===== config.mk =====
export PLATFORM = sky130hd
export DESIGN_NAME = pipe_result_collector_flat
export DESIGN_NICKNAME = d
export VERILOG_FILES = /design/src/rtl/pipe_result_collector_if.sv /design/src/rtl/pipe_result_collector.sv /design/src/flat_wrapper.sv
export SDC_FILE = /design/constraint.sdc
export NUM_CORES = 1
export LEC_CHECK = 0
export BUFFER_PORTS_ARGS = -buffer_cell sky130_fd_sc_hd__buf_2
export CORE_MARGIN = 10
export CORE_UTILIZATION = 44
export DETAILED_ROUTE_END_ITERATION = 10
export SLEW_MARGIN = 15
export SYNTH_ARGS = -nofsm -noshare
export SYNTH_HDL_FRONTEND = slang
export SYNTH_SLANG_ARGS = --single-unit

===== constraint.sdc =====
create_clock -name clk -period 2.7 [get_ports clk]
set_input_delay 0.54 -clock clk [delete_from_list [all_inputs] [get_ports clk]]
set_output_delay 0.54 -clock clk [all_outputs]
set_load 0.05 [all_outputs]

===== src/rtl/pipe_result_collector_if.sv =====
// Issue/result handshake bundle between issuer, pipeline output, collector and consumer.
// The collector takes the slave modport; the issuer/consumer side takes master.
interface pipe_result_collector_if #(
  parameter int N     = 10,
  parameter int DEPTH = 4
);
  localparam int LW = $clog2(DEPTH) + 1;

  logic          in_valid;
  logic          in_ready;
  logic [N-1:0]  f_in;
  logic [N-1:0]  out_data;
  logic          out_valid;
  logic          out_ready;
  logic [LW-1:0] level;
  logic          err_drop;

  modport master (
    output in_valid, f_in, out_ready,
    input  in_ready, out_data, out_valid, level, err_drop
  );

  modport slave (
    input  in_valid, f_in, out_ready,
    output in_ready, out_data, out_valid, level, err_drop
  );
endinterface


===== src/rtl/pipe_result_collector.sv =====
// Captures results of a stall-free LAT-stage pipeline into a FWFT FIFO; issue-to-output LAT+1 edges.
// Credit-based in_ready caps buffered + in-flight results at DEPTH, so a downstream stall never loses data.
module pipe_result_collector #(
  parameter int N     = 10,
  parameter int DEPTH = 4,
  parameter int LAT   = 3
) (
  input logic                  clk,
  input logic                  rst_n,
  pipe_result_collector_if.slave bus
);
  localparam int PW = $clog2(DEPTH);
  localparam int LW = PW + 1;

  logic [LAT-1:0] tag;
  logic [N-1:0]   mem [DEPTH];
  logic [PW-1:0]  wr_ptr;
  logic [PW-1:0]  rd_ptr;
  logic [LW-1:0]  level_q;
  logic           err_q;
  logic [31:0]    outstanding;
  logic           accept;
  logic           push;
  logic           pop;
  logic           not_empty;

  // Buffered entries plus results still travelling down the pipeline.
  always_comb begin
    outstanding = 32'(level_q);
    for (int i = 0; i < LAT; i++) begin
      outstanding = outstanding + 32'(tag[i]);
    end
  end

  assign bus.in_ready = (outstanding < 32'(DEPTH));
  assign accept       = bus.in_valid & bus.in_ready;
  assign push         = tag[LAT-1];
  assign not_empty    = (level_q != '0);
  assign pop          = not_empty & bus.out_ready;

  assign bus.out_valid = not_empty;
  assign bus.out_data  = not_empty ? mem[rd_ptr] : '0;
  assign bus.level     = level_q;
  assign bus.err_drop  = err_q;

  always_ff @(posedge clk or negedge rst_n) begin
    if (!rst_n) begin
      tag     <= '0;
      wr_ptr  <= '0;
      rd_ptr  <= '0;
      level_q <= '0;
      err_q   <= 1'b0;
    end else begin
      tag[0] <= accept;
      for (int i = 1; i < LAT; i++) begin
        tag[i] <= tag[i-1];
      end
      if (push) wr_ptr <= wr_ptr + 1'b1;
      if (pop)  rd_ptr <= rd_ptr + 1'b1;
      case ({push, pop})
        2'b10:   level_q <= level_q + LW'(1);
        2'b01:   level_q <= level_q - LW'(1);
        default: level_q <= level_q;
      endcase
      if (bus.in_valid && !bus.in_ready) err_q <= 1'b1;
    end
  end

  // Storage is not reset; out_data is masked while empty instead.
  always_ff @(posedge clk) begin
    if (push) mem[wr_ptr] <= bus.f_in;
  end
endmodule


===== src/flat_wrapper.sv =====
// flat-port wrapper written by rule: the top's interface ports become plain ports
module pipe_result_collector_flat 
#(
  parameter int N     = 10,
  parameter int DEPTH = 4,
  parameter int LAT   = 3
)
  (clk, rst_n, bus_in_valid, bus_f_in, bus_out_ready, bus_in_ready, bus_out_data, bus_out_valid, bus_level, bus_err_drop);
  pipe_result_collector_if #(.N(N), .DEPTH(DEPTH)) bus_i ();
  input logic clk;
  input logic rst_n;
  input wire logic [$bits(bus_i.in_valid)-1:0] bus_in_valid;
  input wire logic [$bits(bus_i.f_in)-1:0] bus_f_in;
  input wire logic [$bits(bus_i.out_ready)-1:0] bus_out_ready;
  output wire logic [$bits(bus_i.in_ready)-1:0] bus_in_ready;
  output wire logic [$bits(bus_i.out_data)-1:0] bus_out_data;
  output wire logic [$bits(bus_i.out_valid)-1:0] bus_out_valid;
  output wire logic [$bits(bus_i.level)-1:0] bus_level;
  output wire logic [$bits(bus_i.err_drop)-1:0] bus_err_drop;
  assign bus_i.in_valid = bus_in_valid;
  assign bus_i.f_in = bus_f_in;
  assign bus_i.out_ready = bus_out_ready;
  assign bus_in_ready = bus_i.in_ready;
  assign bus_out_data = bus_i.out_data;
  assign bus_out_valid = bus_i.out_valid;
  assign bus_level = bus_i.level;
  assign bus_err_drop = bus_i.err_drop;
  pipe_result_collector #(.N(N), .DEPTH(DEPTH), .LAT(LAT)) u_core (.clk(clk), .rst_n(rst_n), .bus(bus_i));
endmodule

==> metrics.txt <==
final hold viol count=0; # rows=25; H-tree lvl count=2; slew of the pin with the lowest slew margin=0.554 ns; Post-Syn Nets=139; Rel. slew slack=0.631; Filler Cells Inserted=400; Final ANT Viol Nets=0; Congestion Overflow GR=0; hpwl dp=2.63 mm; Worst Path Buf+Inv=1; max cap viols=0; WHS=0.100 ns; global-route wire length before repair=6.19 mm; layout cells sized above 1=0.305; Post-Syn Area=2110 µm²; crit start category=flip-flop; input/output buffers=29; top_reg_cell synth=edfxtp_1; area occupied by multi-input gates=591 µm²; antenna cell count=0; fin cells=205; vias in the first global route=1254; Final min period=2.50 ns; final RePlAce weighted congestion=0.736; CP top delay family=adder cells; Yosys warning count=0; CTS max path bufs=2; count of cell types in the netlist=24; FF/Latch Area=1480 µm²; Clk pin slew, worst setup/hold paths=0.09 ns; WL/cell=18.1 µm; CTS Buf Count=5; initial antenna violation count=0; final net count=174; crit path DAT=1.96 ns; status=completed; share of the clock period used by the worst path=0.928; Inst Count DP=198; CP most frequent cell=ha_1; Via-to-Cell Ratio=5.14; clk_skew=0.00713 ns; RSZ-0062 raised after global routing=no; Ports=30; mean cell area of the mapped netlist=18.2 µm²; setup violators final=0; CTS Sinks=51; DRC=0; Cell Chain, Critical Path=ha_1 > ha_1 > and2_1 > a21oi_1 > a21oi_2 > buf_2; maximum clock frequency=399 MHz; worst-path maximum fanout=5; CTS Hold Bufs=0; Die Y=89.2 µm; clock tree from TritonCTS=done; PostCTS Resize Cnt=0; number of detailed-route iterations in the first pass=3; Clock Root Buffer=clkbuf_8; Final Max Tran Viols=0; Crit-path slowest cell=dfrtp_1; Worst EP required=2.16 ns; initial DRC count=64; Worst-Skew Late Latency=0.29 ns; Post-synth EDFFs=40; Setup Fix Bufs, Post-CTS=0; Post-Syn Instances=116; Crit Path Class=reg2out; Die W=89.2 µm; largest net degree at the start of global routing=15; GRT Total Usage=0.105; Seq/Total Area, Yosys=0.700; vias=1054; Core Box Area=4690 µm²; Critical Path Max Stage Delay=0.44 ns; Yosys reg bits=51; post-route setup TNS=0 ns; ys async rst share=0.216; Die Area=7960 µm²; Layout area overhead=14.9%; worst min path class=in2async; initial core utilization=0.450; Final Core Density=0.517; crit end category=primary output; final WL=3.70 mm
-- sequential cells by signal, summed over array words and instances (netlist names) --
| name | count |
|---|---|
| u_core.tag | 3 |
| u_core.bus.level | 3 |
| u_core.bus.err_drop | 1 |
| u_core.rd_ptr | 2 |
| u_core.mem | 40 |
| u_core.wr_ptr | 2 |
-- metal layers --
metal	share of wire	up-vias	GRT usage
li1	-	499	-
met1	0.44	528	0.119
met2	0.51	23	0.181
met3	0.039	4	0.0365
met4	0.0092	0	0.0347
met5	0	-	0
-- cells in the final DEF, fill, tap and decap left out, drive strengths merged --
cell type / netlist / layout
xor2: 4 / 4
a21o: 1 / 1
dfrtp: 11 / 11
buf: 2 / 31
nor2: 2 / 2
and3: 1 / 1
ha: 8 / 8
o21ai: 1 / 1
mux2i: 1 / 1
a21oi: 2 / 2
inv: 7 / 7
mux4: 10 / 10
nand2: 2 / 2
or3: 1 / 1
xnor2: 2 / 2
a211o: 1 / 1
a211oi: 1 / 1
fa: 1 / 1
clkbuf: 1 / 6
edfxtp: 40 / 40
nand3: 1 / 1
and2: 16 / 16
bufinv: 0 / 1
-- synth_stat cells (all sizes together) (2+ instances only) --
master / count / share of area
ha: 8 / 0.047
xor2: 4 / 0.017
and2: 16 / 0.047
dfrtp: 11 / 0.13
xnor2: 2 / 0.0083
edfxtp: 40 / 0.57
mux4: 10 / 0.11
a21oi: 2 / 0.0047
nor2: 2 / 0.0036
inv: 7 / 0.012
buf: 2 / 0.0077
nand2: 2 / 0.0036
-- worst paths after layout --
check	to	slack (ns)	start	cells after the start
setup / recovery	bus_in_ready	0.20	u_core.bus.level[0]	6
hold / removal	u_core.bus.level[1]	0.10	rst_n	1
setup reg to reg	u_core.bus.level[2]	0.52	u_core.bus.level[1]	8
hold reg to reg	u_core.tag[2]	0.39	u_core.tag[1]	0
max in group asynchronous	u_core.wr_ptr[0]	2.39	rst_n	1
min in group clk	u_core.tag[2]	0.39	u_core.tag[1]	0
-- stage by stage --
stage                     cell area, µm²  setup slack (ns)
after detailed placement            2320             0.504
final                               2420             0.195
after floorplan                     2110             0.175
after CTS                           2420             0.193
after global placement              2320             0.559
after global routing                2420            0.0936
-- cell type report --
type                       instances  area share
inverter                           7      0.0108
multi-input combinational         55       0.244
clock inverter                     1      0.0124
clock buffer                       6      0.0299
sequential                        51       0.609
tap                               54      0.0279
timing repair buffer              31      0.0661
-- logic make-up (layout without fill, tap and decap cells) --
group                    after synthesis  in the layout  share of synthesized area
adder cells (fa/ha/maj)                9              9                     0.0569
XOR/XNOR                               6              6                     0.0249
AO/OA/AOI/OAI                          6              6                     0.0184
buffers and inverters                 10             45                     0.0219
multiplexers                          11             11                      0.115
flip-flops                            51             51                      0.700
AND/OR/NAND/NOR                       23             23                     0.0629
-- worst register-to-register path, delay by kind of cell, from the launching register on --
| kind | cells | cell delay (ns) |
|---|---|---|
| and+or+nand+nor | 3 | 0.90 |
| DFF | 1 | 0.43 |
| adders and majority gates | 2 | 0.37 |
| xor gates and xnor gates | 2 | 0.28 |
| buffers and inverters | 1 | 0.07 |
Power is left out: the tool's default activity adds up to more than one toggle a clock period on the data nets, which glitch-free logic cannot reach.
